## src/rtl/sobel_stage_scheduler.sv

```systemverilog
// Row/column/phase scheduler for the Sobel datapath: stage-enable pulses,
// per-word SRAM1 address and a one-shot refill request per frame.
module sobel_stage_scheduler #(
    parameter int IMG_WORDS    = 64,
    parameter int IMG_ROWS     = 512,
    parameter int PREFETCH_ROW = 410
) (
    input  logic        clk,
    input  logic        reset,
    input  logic        startEn,
    input  logic        stallIn,
    input  logic        nextAck,
    output logic [19:0] read_addr,
    output logic        popBufferEn,
    output logic        sobelShiftEn,
    output logic        HoldEn,
    output logic        startMultiplierEn,
    output logic        startMagEn,
    output logic        startDirEn,
    output logic        getNext,
    output logic        busy,
    output logic        frameDone
);

    typedef enum logic [1:0] {
        S_IDLE,
        S_RUN,
        S_DONE
    } state_t;

    localparam logic [9:0] COL_LAST = 10'(IMG_WORDS - 1);
    localparam logic [9:0] ROW_LAST = 10'(IMG_ROWS - 2);
    localparam logic [9:0] PF_ROW   = 10'(PREFETCH_ROW);

    state_t      state_q, state_d;
    logic [1:0]  phase_q, phase_d;
    logic [9:0]  col_q, col_d;
    logic [9:0]  row_q, row_d;
    logic [19:0] addr_q, addr_d;
    logic        issued_q, issued_d;
    logic        pend_q, pend_d;
    logic        active;
    logic        last_word;
    logic        set_req;
    logic        get_next;

    always_ff @(posedge clk) begin
        if (reset) begin
            state_q  <= S_IDLE;
            phase_q  <= 2'd0;
            col_q    <= 10'd0;
            row_q    <= 10'd0;
            addr_q   <= 20'd0;
            issued_q <= 1'b0;
            pend_q   <= 1'b0;
        end else begin
            state_q  <= state_d;
            phase_q  <= phase_d;
            col_q    <= col_d;
            row_q    <= row_d;
            addr_q   <= addr_d;
            issued_q <= issued_d;
            pend_q   <= pend_d;
        end
    end

    always_comb begin
        state_d   = state_q;
        phase_d   = phase_q;
        col_d     = col_q;
        row_d     = row_q;
        issued_d  = issued_q;
        active    = (state_q == S_RUN) && !stallIn;
        last_word = (row_q == ROW_LAST) && (col_q == COL_LAST);
        // One request per frame; a request still pending blocks a re-issue.
        set_req   = active && (phase_q == 2'd0) && (row_q == PF_ROW)
                    && (col_q == 10'd0) && !issued_q && !pend_q;
        get_next  = pend_q || set_req;
        pend_d    = get_next && !nextAck;

        unique case (state_q)
            S_IDLE: begin
                if (startEn) begin
                    state_d  = S_RUN;
                    phase_d  = 2'd0;
                    col_d    = 10'd0;
                    row_d    = 10'd0;
                    issued_d = 1'b0;
                end
            end
            S_RUN: begin
                if (set_req) begin
                    issued_d = 1'b1;
                end
                if (active) begin
                    phase_d = phase_q + 2'd1;
                    if (phase_q == 2'd3) begin
                        if (last_word) begin
                            state_d = S_DONE;
                            col_d   = 10'd0;
                            row_d   = 10'd0;
                        end else if (col_q == COL_LAST) begin
                            col_d = 10'd0;
                            row_d = row_q + 10'd2;
                        end else begin
                            col_d = col_q + 10'd1;
                        end
                    end
                end
            end
            S_DONE: begin
                state_d = S_IDLE;
            end
            default: begin
                state_d = S_IDLE;
            end
        endcase

        addr_d = 20'(row_d) * 20'(IMG_WORDS) + 20'(col_d);
    end

    assign read_addr         = addr_q;
    assign popBufferEn       = active && (phase_q == 2'd0);
    assign sobelShiftEn      = active && (phase_q == 2'd1);
    assign HoldEn            = active && (phase_q == 2'd2);
    assign startMultiplierEn = active && (phase_q == 2'd2);
    assign startMagEn        = active && (phase_q == 2'd3);
    assign startDirEn        = active && (phase_q == 2'd3);
    assign getNext           = get_next;
    assign busy              = (state_q == S_RUN) || (state_q == S_DONE);
    assign frameDone         = (state_q == S_DONE);

endmodule
```

## config.mk

```make
export PLATFORM = sky130hd
export DESIGN_NAME = sobel_stage_scheduler
export DESIGN_NICKNAME = d
export VERILOG_FILES = /design/src/rtl/sobel_stage_scheduler.sv
export SDC_FILE = /design/constraint.sdc
export NUM_CORES = 1
export LEC_CHECK = 0
export CAP_MARGIN = 20
export CORE_MARGIN = 1
export CORE_UTILIZATION = 25
export CTS_BUF_LIST = sky130_fd_sc_hd__clkbuf_2 sky130_fd_sc_hd__clkbuf_4 sky130_fd_sc_hd__clkbuf_8
export CTS_CLUSTER_DIAMETER = 120
export DETAILED_ROUTE_END_ITERATION = 16
export PLACE_DENSITY = 0.41
export SYNTH_ARGS = -nofsm -noshare
export SYNTH_HDL_FRONTEND = slang
export SYNTH_SLANG_ARGS = --single-unit
```

## constraint.sdc

```tcl
create_clock -name clk -period 3.72 [get_ports clk]
set_input_delay 0.558 -clock clk [delete_from_list [all_inputs] [get_ports clk]]
set_output_delay 0.558 -clock clk [all_outputs]
set_load 0.005 [all_outputs]
```

== Word level (Yosys, flattened, before mapping) ==
Index checks and enable logic that the tools add are counted.
Storage, ports and cells
  bits in registers: 46
  latch bits: 0
  bits in writable memories: 0
  memory bits (read-only): 0
  bits of input ports: 5
  output and inout bits: 29
  word-level logic and storage cells: 71
  memories kept: 0
Cells by class
  add/subtract/negate cells: 4
  multipliers: 0
  divide/modulo/power cells: 0
  order comparisons: 0
  equality and inequality tests: 13
  shift operators: 0
  muxes and demuxes: 23
  bitwise operators: 0
  reductions and logical operators: 24
Operators by type and width (number)
  $mux 10: 10
  $pmux 10 s2: 2
  $eq 10x9->1 const B: 2
  $add 16x10->17: 1
  $mux 2: 6
  $logic_and 1x1->1: 11
  $add 10x1->10 const B: 1
  $add 10x2->10 const B: 1
  $eq 10x6->1 const B: 1
  $logic_not 10->1: 1
  $ne 2x2->1 const B: 5
  $pmux 2 s2: 2
  $eq 2x2->1 const B: 3
  $reduce_and 3->1: 2
  $eq 2x1->1 const B: 2
  $logic_not 1->1: 4
  $logic_not 2->1: 2
  $reduce_and 4->1: 1
  $add 2x1->2 const B: 1
  $logic_or 1x1->1: 2
  $mux 1: 2
  $pmux 1 s2: 1
  $reduce_bool 2->1: 1

== Longest topological paths before layout ==
Gate-level depths: netlist (run 1).
  depth after elaboration: 9
  depth in mapped cells: 19
  gate-level depth less buffers: 17

== Worst setup path before layout (run 1) ==
OpenSTA, ideal clock, no wires.
  path type: input port to flip-flop
  from: input port stallIn
  to: register addr_q[14], in the netlist read_addr[14]
  setup time: 0.128 ns
  arrival: 3.254 ns
  required time: 3.592 ns
  path slack: 0.338 ns
  cell stages on the path: 18
  buffers on the path: 3
  cells stage by stage: buf_2 -> and3b_1 -> buf_2 -> and4_1 -> buf_2 -> nor3_1 -> a41oi_1 -> nor2_1 -> ha_1 -> inv_1 -> fa_1 -> nor2b_1 -> o21a_1 -> nor2_1 -> nor3_1 -> nand4b_1 -> xnor2_1 -> nor2_1
On the way
  word-level cells in the longest chain between the ends: 5
  elaborated cells between the ends (all ways): 7
  classes of those cells: add/sub: 1; mux: 4; reduce/logical: 2
RTL lines
  start, declared: RTL line 11  | input logic stallIn,
  $logic_not 1->1: RTL line 73  | active = (state_q == S_RUN) && !stallIn;
  $logic_and 1x1->1: RTL line 73
  $mux 10: RTL line 95  | if (active) begin
  $pmux 10 s2: RTL line 81  | unique case (state_q)
  net col_d[6]: RTL line 37  | logic [9:0] col_q, col_d;
  $add 16x10->17: RTL line 119  | addr_d = 20'(row_d) * 20'(IMG_WORDS) + 20'(col_d);
  end signal, assigned: RTL line 61  | addr_q <= addr_d;
  end, declared: RTL line 39  | logic [19:0] addr_q, addr_d;
The timed path passes the listed nets, and every way through them passes these cells.
A chain may end at the register's enable or synchronous reset.

== Worst setup path after layout (run 1) ==
Same ends and word-level chain as after synthesis.

==> impl_summary.log, run 1 <==
[metrics] P per Cell Area: 279 mW/mm^2
[metrics] Synth Instances: 288
[metrics] largest net degree at the start of global routing: 23
[metrics] clock period minus final worst setup slack: 3.39 ns
[metrics] root buffer cell: clkbuf_8
[metrics] Reg clk slew, reported paths: 0.08 ns
[metrics] status: finished with violations
[metrics] peak fanout along the critical path: 2
[metrics] Worst Reg-to-Reg Cells: 16
[metrics] number of top-level design ports: 34
[metrics] type of the most critical hold path: flip-flop to flip-flop
[metrics] failing checks: design-rule violations
[metrics] number of hold violations in the final report: 0
[metrics] Crit path arrival time: 3.53 ns
[metrics] area occupied by registers: 741 sq um
[metrics] detailed router's first-iteration violation count: 115
[metrics] post-layout utilization of the core: 32.7%
[metrics] count of filler cells inserted in the layout: 970
[metrics] global-route wire length before repair: 10400 um
[metrics] Peak Freq: 295 MHz
[metrics] number of clock buffers inserted by TritonCTS: 5
[metrics] number of max-slew violations in the final report: 0
[metrics] final period utilization: 91.0%
[metrics] die outline height: 98.0 um
[metrics] Synth warnings: 0
[metrics] floorplan die width: 98.0 um
[metrics] GRT Residual Overflow: 0
[metrics] clock tree from TritonCTS: built
[metrics] worst slew margin relative to its limit: 46.0%
[metrics] count of endpoints failing setup in the final report: 0
[metrics] area taken by multi-input logic gates: 0.00140 sq mm
[metrics] flip-flop and latch count after synthesis: 37
[metrics] Rows: 34
[metrics] number of H-tree levels: 2
[metrics] routed via count divided by cell count: 4.88
[metrics] required time worst endpoint: 3.87 ns
[metrics] post-synthesis sequential area ratio: 32.1%
[metrics] latest clock arrival within the worst-skew pair: 0.29 ns
[metrics] type of destination of the critical path: flip-flop
[metrics] most numerous cell in the Yosys netlist: dfxtp_1
[metrics] library cell with the largest summed area after synthesis: dfxtp_1
[metrics] # nets final: 344
[metrics] Max-cap violations: 0
[metrics] Final HPWL DP: 4940 um
[metrics] Antenna Violating Nets Remaining: 0
[metrics] most common flop cell mapped by yosys: dfxtp_1
[metrics] async set or reset register ratio after synthesis: 0%
[metrics] Routed Wire Length: 6290 um
[metrics] Worst Skew: 0.00763 ns
[metrics] cell types with the largest area share after synthesis: dfxtp_1 (32%), ha_1 (7.6%), nor2_1 (5.0%), a21oi_1 (4.1%), nor3_1 (3.9%)
[metrics] number of antenna violations at the first check in global routing: 0
[metrics] Leak: 1.07 nW
[metrics] portion of synthesized cell area occupied by the leading cell type: 32.1%
[metrics] routability congestion estimate: 0.866
[metrics] Wirelength per Cell: 14.5 um
[metrics] number of iterations in the first detailed-routing pass: 12
[metrics] Hold Buf Count CTS: 0
[metrics] sum of negative setup slack: 0 ns
[metrics] core region area: 0.00881 sq mm
[metrics] Vias: 2115
[metrics] Initial Utilization: 26.2%
[metrics] synthesized area per cell: 8.01 sq um
[metrics] type of element launching the critical path: input port
[metrics] transition at the pin with the smallest max-transition slack: 0.808 ns
[metrics] signed area change from the synthesized netlist to the final layout: 24.9%
[metrics] unrepaired setup endpoints after global routing: no
[metrics] peak supply drop: 0.144 mV
[metrics] combined area of all synthesized cells: 0.00231 sq mm
[metrics] # DRC: 2
[metrics] most common library cells after synthesis: dfxtp_1 (37), nor2_1 (31), a21oi_1 (19), nand2_1 (19), nor3_1 (18)
[metrics] # diodes: 0
[metrics] count of flip-flops with a built-in enable after synthesis: 0
[metrics] Hold Crit Depth: 2
[metrics] sinks on the clock net: 37
[metrics] fraction of final layout cells sized beyond drive strength 1: 12.9%
[metrics] crit path kind: input port to flip-flop
[metrics] number of global-route vias before repair: 2002
[metrics] Yosys cell types: 53
[metrics] global routing usage summed across all routing layers: 13.9%
[metrics] Longest Clk Path Bufs: 2
[metrics] count of input and output buffers: 30
[metrics] die outline area: 0.00961 sq mm
metal layers:
| layer | GRT usage [%] | vias up | wire length, um |
|---|---|---|---|
| li1 | - | 1079 | - |
| met2 | 22.4 | 54 | 2870 |
| met5 | 0 | - | 0 |
| met1 | 19.2 | 977 | 3020 |
| met4 | 3.50 | 0 | 57 |
| met3 | 2.22 | 5 | 337 |
power breakdown:
group | switching [mW] | total, mW | internal [mW]
clock network | 0.148 | 0.316 | 0.168
registers | 0.00149 | 0.399 | 0.397
logic | 0.0534 | 0.0898 | 0.0364
path summary, 6_finish.rpt:
path | start | endpoint | slack [ns]
worst max-delay path | stallIn | read_addr[14]$_SDFF_PP0_ | 0.33
worst min register to register | issued_q$_SDFFE_PP0P_ | issued_q$_SDFFE_PP0P_ | 0.52
worst max register to register | flip-flop | read_addr[14]$_SDFF_PP0_ | 0.38
worst min-delay path | issued_q$_SDFFE_PP0P_ | issued_q$_SDFFE_PP0P_ | 0.52
what timing repair did:
action	4_1_cts	5_1_grt
setup endpoints to repair	0	3
setup buffers	0	0
resized for setup	0	3
worst max-delay path: stages:
cell	delay, ns
clkdlybuf4s50_1	0.49
and3b_1	0.19
and4_1	0.21
nor3_1	0.22
a41oi_1	0.16
nor2_2	0.18
ha_1	0.19
inv_1	0.05
fa_1	0.38
nor2b_2	0.14
o21a_1	0.12
nor2_1	0.06
nor3_2	0.13
nand4b_1	0.19
xnor2_1	0.19
nor2_1	0.06
cell families (layout without fill, tap and decap cells):
| kind of cell | after synthesis | count (layout) | share of synthesized area [%] |
|---|---|---|---|
| buf+inv | 36 | 71 | 7.92 |
| simple gates | 132 | 132 | 31.1 |
| compound gates | 55 | 55 | 15.5 |
| flops | 37 | 37 | 32.1 |
| fa+ha+maj | 15 | 15 | 8.46 |
| xor+xnor | 9 | 9 | 3.42 |
| mux | 3 | 3 | 1.36 |
| other cells | 1 | 3 | 0.163 |
metrics by stage:
stage	hold slack (ns)	power [mW]	worst slack (ns)	instance area [sq um]	cells
CTS	0.532	0.819	0.159	2870	433
global route	0.573	0.845	0.0350	2880	433
global placement	0.519	0.500	-0.0246	2770	425
detailed placement	0.519	0.498	-0.147	2770	425
floorplan	0.482	0.458	0.338	2310	290
finish	0.520	0.804	0.334	2880	433
cell usage in the layout, fill, tap and decap left out, types with 12 or more instances in the layout:
cell type	Yosys	final
dfxtp_1	37	37
nor2_1	31	30
clkdlybuf4s50_1	0	30
buf_4	11	21
nand2_1	19	19
a21oi_1	19	19
nor3_1	18	17
ha_1	14	14
nand3_1	13	13
inv_1	12	12
nor2b_1	13	12
final cells by class:
cell class	count	area share (%)
Multi-Input combinational cell	217	48.6
Sequential cell	37	25.7
Timing Repair Buffer	51	15.9
Tap cell	108	4.69
Clock buffer	7	3.34
Inverter	12	1.56
Clock inverter	1	0.174
Power figures use the tool's default switching activity.
==> run 2: changes to the inputs <==
Settings changed: CORE_ASPECT_RATIO from default to 1.5, CORE_MARGIN 1 to 4.
==> run 2 against run 1 <==
Against the previous run:
- the flow now finishes without violations
- worst hold slack got worse by 0.0042 ns
- sequential cell count is the same
- via count down 0.57%
- global-route usage decreased by 1.0 points
- clock power is 20% higher
- largest power group unchanged
- highest routed layer unchanged
==> impl_summary.log, run 2 (same netlist as run 1, synthesis figures left out) <==
[metrics] number of top-level design ports: 34 (unchanged)
[metrics] final instance count without filler cells: 430 (-0.69%)
[metrics] die outline area: 0.0109 sq mm (+13%)
[metrics] type of destination of the critical path: flip-flop
[metrics] Routed Wire Length: 6620 um (+5.2%)
[metrics] Antenna Violating Nets Remaining: 0 (unchanged)
[metrics] hold slack: 0.515 ns (-0.00420 ns)
[metrics] Rows: 42 (+24%)
[metrics] floorplan die width: 86.4 um (-12%)
[metrics] worst slew margin relative to its limit: 52.0% (+6.0 points)
[metrics] core region area: 0.00893 sq mm (+1.4%)
[metrics] Vias: 2103 (-0.57%)
[metrics] Wirelength per Cell: 15.4 um (+6.0%)
[metrics] crit path kind: input port to flip-flop
[metrics] Worst Skew: 0.00416 ns (-0.00346 ns)
[metrics] routability congestion estimate: 0.806 (-7.0%)
[metrics] Crit path arrival time: 3.55 ns (+0.02 ns)
[metrics] sum of negative setup slack: 0 ns (unchanged)
[metrics] Placed Instances: 422 (-0.71%)
[metrics] global routing usage summed across all routing layers: 12.8% (-1.0 points)
[metrics] Final HPWL DP: 5200 um (+5.3%)
[metrics] root buffer cell: clkbuf_8
[metrics] count of endpoints failing setup in the final report: 0 (unchanged)
[metrics] unrepaired setup endpoints after global routing: no
[metrics] transition at the pin with the smallest max-transition slack: 0.718 ns (-0.0893 ns)
[metrics] type of element launching the critical path: input port
[metrics] fraction of final layout cells sized beyond drive strength 1: 10.9% (-2.0 points)
[metrics] number of global-route vias before repair: 2127 (+6.2%)
[metrics] largest net degree at the start of global routing: 21 (-8.7%)
[metrics] commonest non-fill, non-tap cell in the layout: dfxtp_1
[metrics] routed via count divided by cell count: 4.89 (+0.13%)
[metrics] latest clock arrival within the worst-skew pair: 0.30 ns (about the same)
[metrics] # DRC: 0 (-2)
[metrics] number of max-slew violations in the final report: 0 (unchanged)
[metrics] Initial Utilization: 25.8% (-0.37 points)
[metrics] sinks on the clock net: 37 (unchanged)
[metrics] count of input and output buffers: 30 (unchanged)
[metrics] peak fanout along the critical path: 2 (unchanged)
[metrics] global-route wire length before repair: 10900 um (+4.0%)
[metrics] clock period minus final worst setup slack: 3.39 ns (+0.00317 ns)
[metrics] number of hold violations in the final report: 0 (unchanged)
[metrics] Reg clk slew, reported paths: 0.07 ns (about the same)
[metrics] Max-cap violations: 0 (unchanged)
[metrics] type of the most critical hold path: flip-flop to flip-flop
[metrics] final period utilization: 91.1% (about the same)
[metrics] Peak Freq: 295 MHz (about the same)
[metrics] die outline height: 126 um (+28%)
[metrics] clock tree from TritonCTS: built
[metrics] P per Cell Area: 302 mW/mm^2 (+8.1%)
[metrics] number of H-tree levels: 2 (unchanged)
[metrics] Hold Buf Count CTS: 0 (unchanged)
[metrics] detailed router's first-iteration violation count: 111 (-3.5%)
[metrics] GRT Residual Overflow: 0 (unchanged)
[metrics] commonest cells after routing, fill and taps aside: dfxtp_1 (37), nor2_1 (31), clkdlybuf4s50_1 (30)
[metrics] number of antenna violations at the first check in global routing: 0 (unchanged)
[metrics] required time worst endpoint: 3.88 ns (about the same)
[metrics] peak supply drop: 0.145 mV (+1.0%)
[metrics] status: finished clean
[metrics] Longest Clk Path Bufs: 2 (unchanged)
[metrics] number of clock buffers inserted by TritonCTS: 5 (unchanged)
[metrics] # diodes: 0 (unchanged)
[metrics] # nets final: 339 (-1.5%)
[metrics] signed area change from the synthesized netlist to the final layout: 24.0%
[metrics] setup slack of the most critical reg-to-reg path: 0.34 ns (-0.04 ns)
[metrics] Leak: 1.06 nW (-1.5%)
[metrics] number of iterations in the first detailed-routing pass: 4 (-8)
-- run 2: cell count changes in the layout (fill, tap and decap cells not counted) --
cell / before / now
buf_4: 21 / 16
bufinv_16: 0 / 1
clkbuf_4: 0 / 1
clkbuf_8: 7 / 6
clkinv_2: 1 / 0
nor2_1: 30 / 31
nor2_2: 1 / 0
nor2b_1: 12 / 13
nor2b_2: 1 / 0
-- run 2: what timing repair did --
item                                    4_1_cts  5_1_grt
gates resized for setup                       0        1
endpoints found under the setup margin        0        1
setup buffers                                 0        0
-- run 2: critical path, stage by stage --
cell,delay (ns)
clkdlybuf4s50_1,0.49
and3b_1,0.19
and4_1,0.21
nor3_1,0.23
a41oi_1,0.14
nor2_1,0.16
ha_1,0.18
inv_1,0.05
fa_1,0.37
nor2b_1,0.17
o21a_1,0.13
nor2_1,0.07
nor3_2,0.16
nand4b_1,0.17
xnor2_1,0.20
nor2_1,0.05
-- run 2: area by class of cell --
| class | instances | area, sq um |
|---|---|---|
| well taps | 110 | 138 |
| inverters | 12 | 45.0 |
| flip-flops and latches | 37 | 741 |
| clock inverters | 1 | 30.0 |
| fillers | 987 | 6070 |
| clock buffers | 7 | 90.1 |
| multi-input cells | 217 | 1400 |
| repair buffers | 46 | 420 |
-- run 2: power by group --
group	internal, mW	switching (mW)	total (mW)	leakage, nW
clock network	0.226	0.153	0.380	0.0619
logic	0.0324	0.0524	0.0847	0.698
registers	0.397	0.00160	0.399	0.298
total	0.656	0.207	0.863	1.06
-- run 2: worst paths after layout --
path | to | cells after the start | from
worst max-delay path | read_addr[14]$_SDFF_PP0_ | 16 | stallIn
worst max register to register | read_addr[14]$_SDFF_PP0_ | 16 | flip-flop
worst min register to register | issued_q$_SDFFE_PP0P_ | 2 | issued_q$_SDFFE_PP0P_
worst min-delay path | issued_q$_SDFFE_PP0P_ | 2 | issued_q$_SDFFE_PP0P_
-- run 2: metrics by stage --
stage	area [sq um]	utilization [%]	worst slack, ns	power, mW
3_5_place_dp	2730	30.6	-0.0765	0.494
3_3_place_gp	2730	30.6	0.0327	0.494
6_report	2860	32.0	0.330	0.863
4_1_cts	2850	31.9	0.211	0.883
2_1_floorplan	2310	-	0.338	0.458
5_1_grt	2860	32.0	0.0147	0.905
-- run 2: metal layers --
| metal | GRT usage, % | vias to the layer above | part of all wire, % |
|---|---|---|---|
| li1 | - | 1068 | - |
| met3 | 2.16 | 7 | 2.8 |
| met5 | 0 | - | 0 |
| met1 | 14.6 | 979 | 42 |
| met4 | 6.24 | 0 | 2.7 |
| met2 | 22.7 | 49 | 53 |
==> run 3: changes to the inputs <==
Settings changed: PLACE_DENSITY 0.41 to default, PLACE_DENSITY_LB_ADDON from default to 0.2.
==> run 3 against run 2 <==
Against the previous run:
- critical path type is now flip-flop to flip-flop
- combinational power rose by 1%
- maximum frequency grew 1.4%
- sequential cell count stayed put
- critical path depth did not move
- sequential power barely moved
- cell area is 1.0% lower
- largest cell class unchanged
- worst hold slack gained 0.0038 ns
==> impl_summary.log, run 3 (same netlist as run 1, synthesis figures left out) <==
[metrics] status: finished clean
[metrics] Leak: 1.05 nW (-1.2%)
[metrics] crit path kind: flip-flop to flip-flop
[metrics] number of top-level design ports: 34 (unchanged)
[metrics] number of buffers inserted by post-CTS setup repair: 0 (unchanged)
[metrics] global routing usage summed across all routing layers: 12.8% (-0.013 points)
[metrics] number of max-slew violations in the final report: 0 (unchanged)
[metrics] required time worst endpoint: 3.92 ns (+0.04 ns)
[metrics] worst slew margin relative to its limit: 64.9% (+13 points)
[metrics] count of filler cells inserted in the layout: 976 (-1.1%)
[metrics] peak supply drop: 0.132 mV (-9.5%)
[metrics] Vias: 2102 (-0.048%)
[metrics] total power consumption of the routed design: 0.775 mW (-10%)
[metrics] number of iterations in the first detailed-routing pass: 5 (+1)
[metrics] floorplan die width: 86.4 um (unchanged)
[metrics] number of antenna violations at the first check in global routing: 0 (unchanged)
[metrics] die outline area: 0.0109 sq mm (unchanged)
[metrics] Rows: 42 (unchanged)
[metrics] # diodes: 0 (unchanged)
[metrics] sum of negative setup slack: 0 ns (unchanged)
[metrics] number of global-route vias before repair: 2143 (+0.75%)
[metrics] type of destination of the critical path: flip-flop
[metrics] transition at the pin with the smallest max-transition slack: 0.525 ns (-0.193 ns)
[metrics] final instance count without filler cells: 430 (unchanged)
[metrics] commonest cells after routing, fill and taps aside: dfxtp_1 (37), nor2_1 (31), clkdlybuf4s50_1 (30)
[metrics] Antenna Violating Nets Remaining: 0 (unchanged)
[metrics] sinks on the clock net: 37 (unchanged)
[metrics] type of the most critical hold path: flip-flop to flip-flop
[metrics] number of hold violations in the final report: 0 (unchanged)
[metrics] core region area: 0.00893 sq mm (unchanged)
[metrics] pre-CTS worst setup slack: -0.0216 ns (+0.0549 ns)
[metrics] # nets final: 339 (unchanged)
[metrics] Peak Freq: 299 MHz (+1.4%)
[metrics] Crit path arrival time: 3.54 ns (about the same)
[metrics] post-layout instance area: 0.00283 sq mm (-1.0%)
[metrics] setup ws final: 0.377 ns (+0.0463 ns)
[metrics] Initial Utilization: 25.8% (unchanged)
[metrics] fraction of final layout cells sized beyond drive strength 1: 11.3% (+0.31 points)
[metrics] routability congestion estimate: 0.823 (+2.2%)
[metrics] Final HPWL DP: 5050 um (-2.9%)
[metrics] global-route wire length before repair: 10900 um (+0.44%)
[metrics] Max-cap violations: 0 (unchanged)
[metrics] P per Cell Area: 274 mW/mm^2 (-9.3%)
[metrics] Reg clk slew, reported paths: 0.07 ns (about the same)
[metrics] commonest non-fill, non-tap cell in the layout: dfxtp_1
[metrics] peak fanout along the critical path: 6 (+4)
[metrics] final period utilization: 89.9% (-1.2 points)
[metrics] GRT Residual Overflow: 0 (unchanged)
[metrics] count of endpoints failing setup in the final report: 0 (unchanged)
[metrics] count of input and output buffers: 30 (unchanged)
[metrics] clock tree from TritonCTS: built
[metrics] instance area at placement: 0.00273 sq mm (unchanged)
[metrics] number of H-tree levels: 2 (unchanged)
[metrics] Routed Wire Length: 6490 um (-2.0%)
[metrics] routed via count divided by cell count: 4.89 (about the same)
[metrics] Worst Skew: 0.00434 ns (+0.000178 ns)
[metrics] latest clock arrival within the worst-skew pair: 0.30 ns (about the same)
[metrics] detailed router's first-iteration violation count: 128 (+15%)
[metrics] type of element launching the critical path: flip-flop
[metrics] die outline height: 126 um (unchanged)
[metrics] root buffer cell: clkbuf_8
[metrics] Longest Clk Path Bufs: 2 (unchanged)
[metrics] Placed Instances: 422 (unchanged)
[metrics] largest net degree at the start of global routing: 15 (-29%)
[metrics] number of clock buffers inserted by TritonCTS: 5 (unchanged)
[metrics] unrepaired setup endpoints after global routing: no
[metrics] Wirelength per Cell: 15.1 um (-2.0%)
[metrics] signed area change from the synthesized netlist to the final layout: 22.7%
[metrics] # DRC: 0 (unchanged)
[metrics] clock period minus final worst setup slack: 3.34 ns (-0.0463 ns)
[run 3: changes by cell type in the layout (fill, tap and decap cells not counted)]
cell | before | now
clkinv_2 | 0 | 2
nor3_1 | 17 | 16
nor3_2 | 2 | 3
clkbuf_8 | 6 | 5
bufinv_16 | 1 | 0
[run 3: metal layers]
metal / GRT usage (%) / up-vias / routed length [um]
met5: 0 / - / 0
met4: 6.70 / 0 / 233
met3: 2.29 / 15 / 216
met2: 22.5 / 50 / 3370
met1: 14.5 / 971 / 2660
li1: - / 1066 / -
[run 3: worst max-delay path: stages, from the launching register on]
cell and delay, ns:
dfxtp_1 0.37, ha_1 0.28, and3_1 0.29, and4_1 0.23, nor3_2 0.18, a41oi_1 0.13, nor2_1 0.17, ha_1 0.20
inv_1 0.06, fa_1 0.38, nor2b_1 0.17, o21a_1 0.13, nor2_1 0.06, nor3_2 0.15, nand4b_1 0.18, xnor2_1 0.19
nor2_1 0.05
[run 3: final timing paths]
path	slack [ns]	from	endpoint	cells after the start
worst min-delay path	0.52	issued_q$_SDFFE_PP0P_	issued_q$_SDFFE_PP0P_	2
worst max register to register	0.38	flip-flop	read_addr[14]$_SDFF_PP0_	16
worst min register to register	0.52	issued_q$_SDFFE_PP0P_	issued_q$_SDFFE_PP0P_	2
worst max-delay path	0.38	flip-flop	read_addr[14]$_SDFF_PP0_	16
[run 3: cell type report]
type | instances | area [sq um] | area share [%]
timing repair buffer | 46 | 420 | 14.9
clock buffer | 6 | 76.3 | 2.70
tap | 110 | 138 | 4.86
clock inverter | 2 | 10.0 | 0.354
sequential | 37 | 741 | 26.2
inverter | 12 | 45.0 | 1.59
multi-input combinational | 217 | 1400 | 49.5
[run 3: report_power, final]
part | total, mW | switching [mW] | internal [mW]
combinational | 0.0857 | 0.0531 | 0.0326
clock | 0.290 | 0.153 | 0.137
sequential | 0.399 | 0.00157 | 0.397
[run 3: stage by stage]
step | hold slack [ns] | utilization [%]
2_1_floorplan | 0.482 | -
3_3_place_gp | 0.513 | 30.6
3_5_place_dp | 0.515 | 30.6
4_1_cts | 0.529 | 31.6
5_1_grt | 0.568 | 31.7
6_report | 0.519 | 31.7
[run 3: what timing repair did]
item,in CTS,in global routing
gates resized for setup,0,2
setup endpoints to repair,0,2
hold buffers,0,0
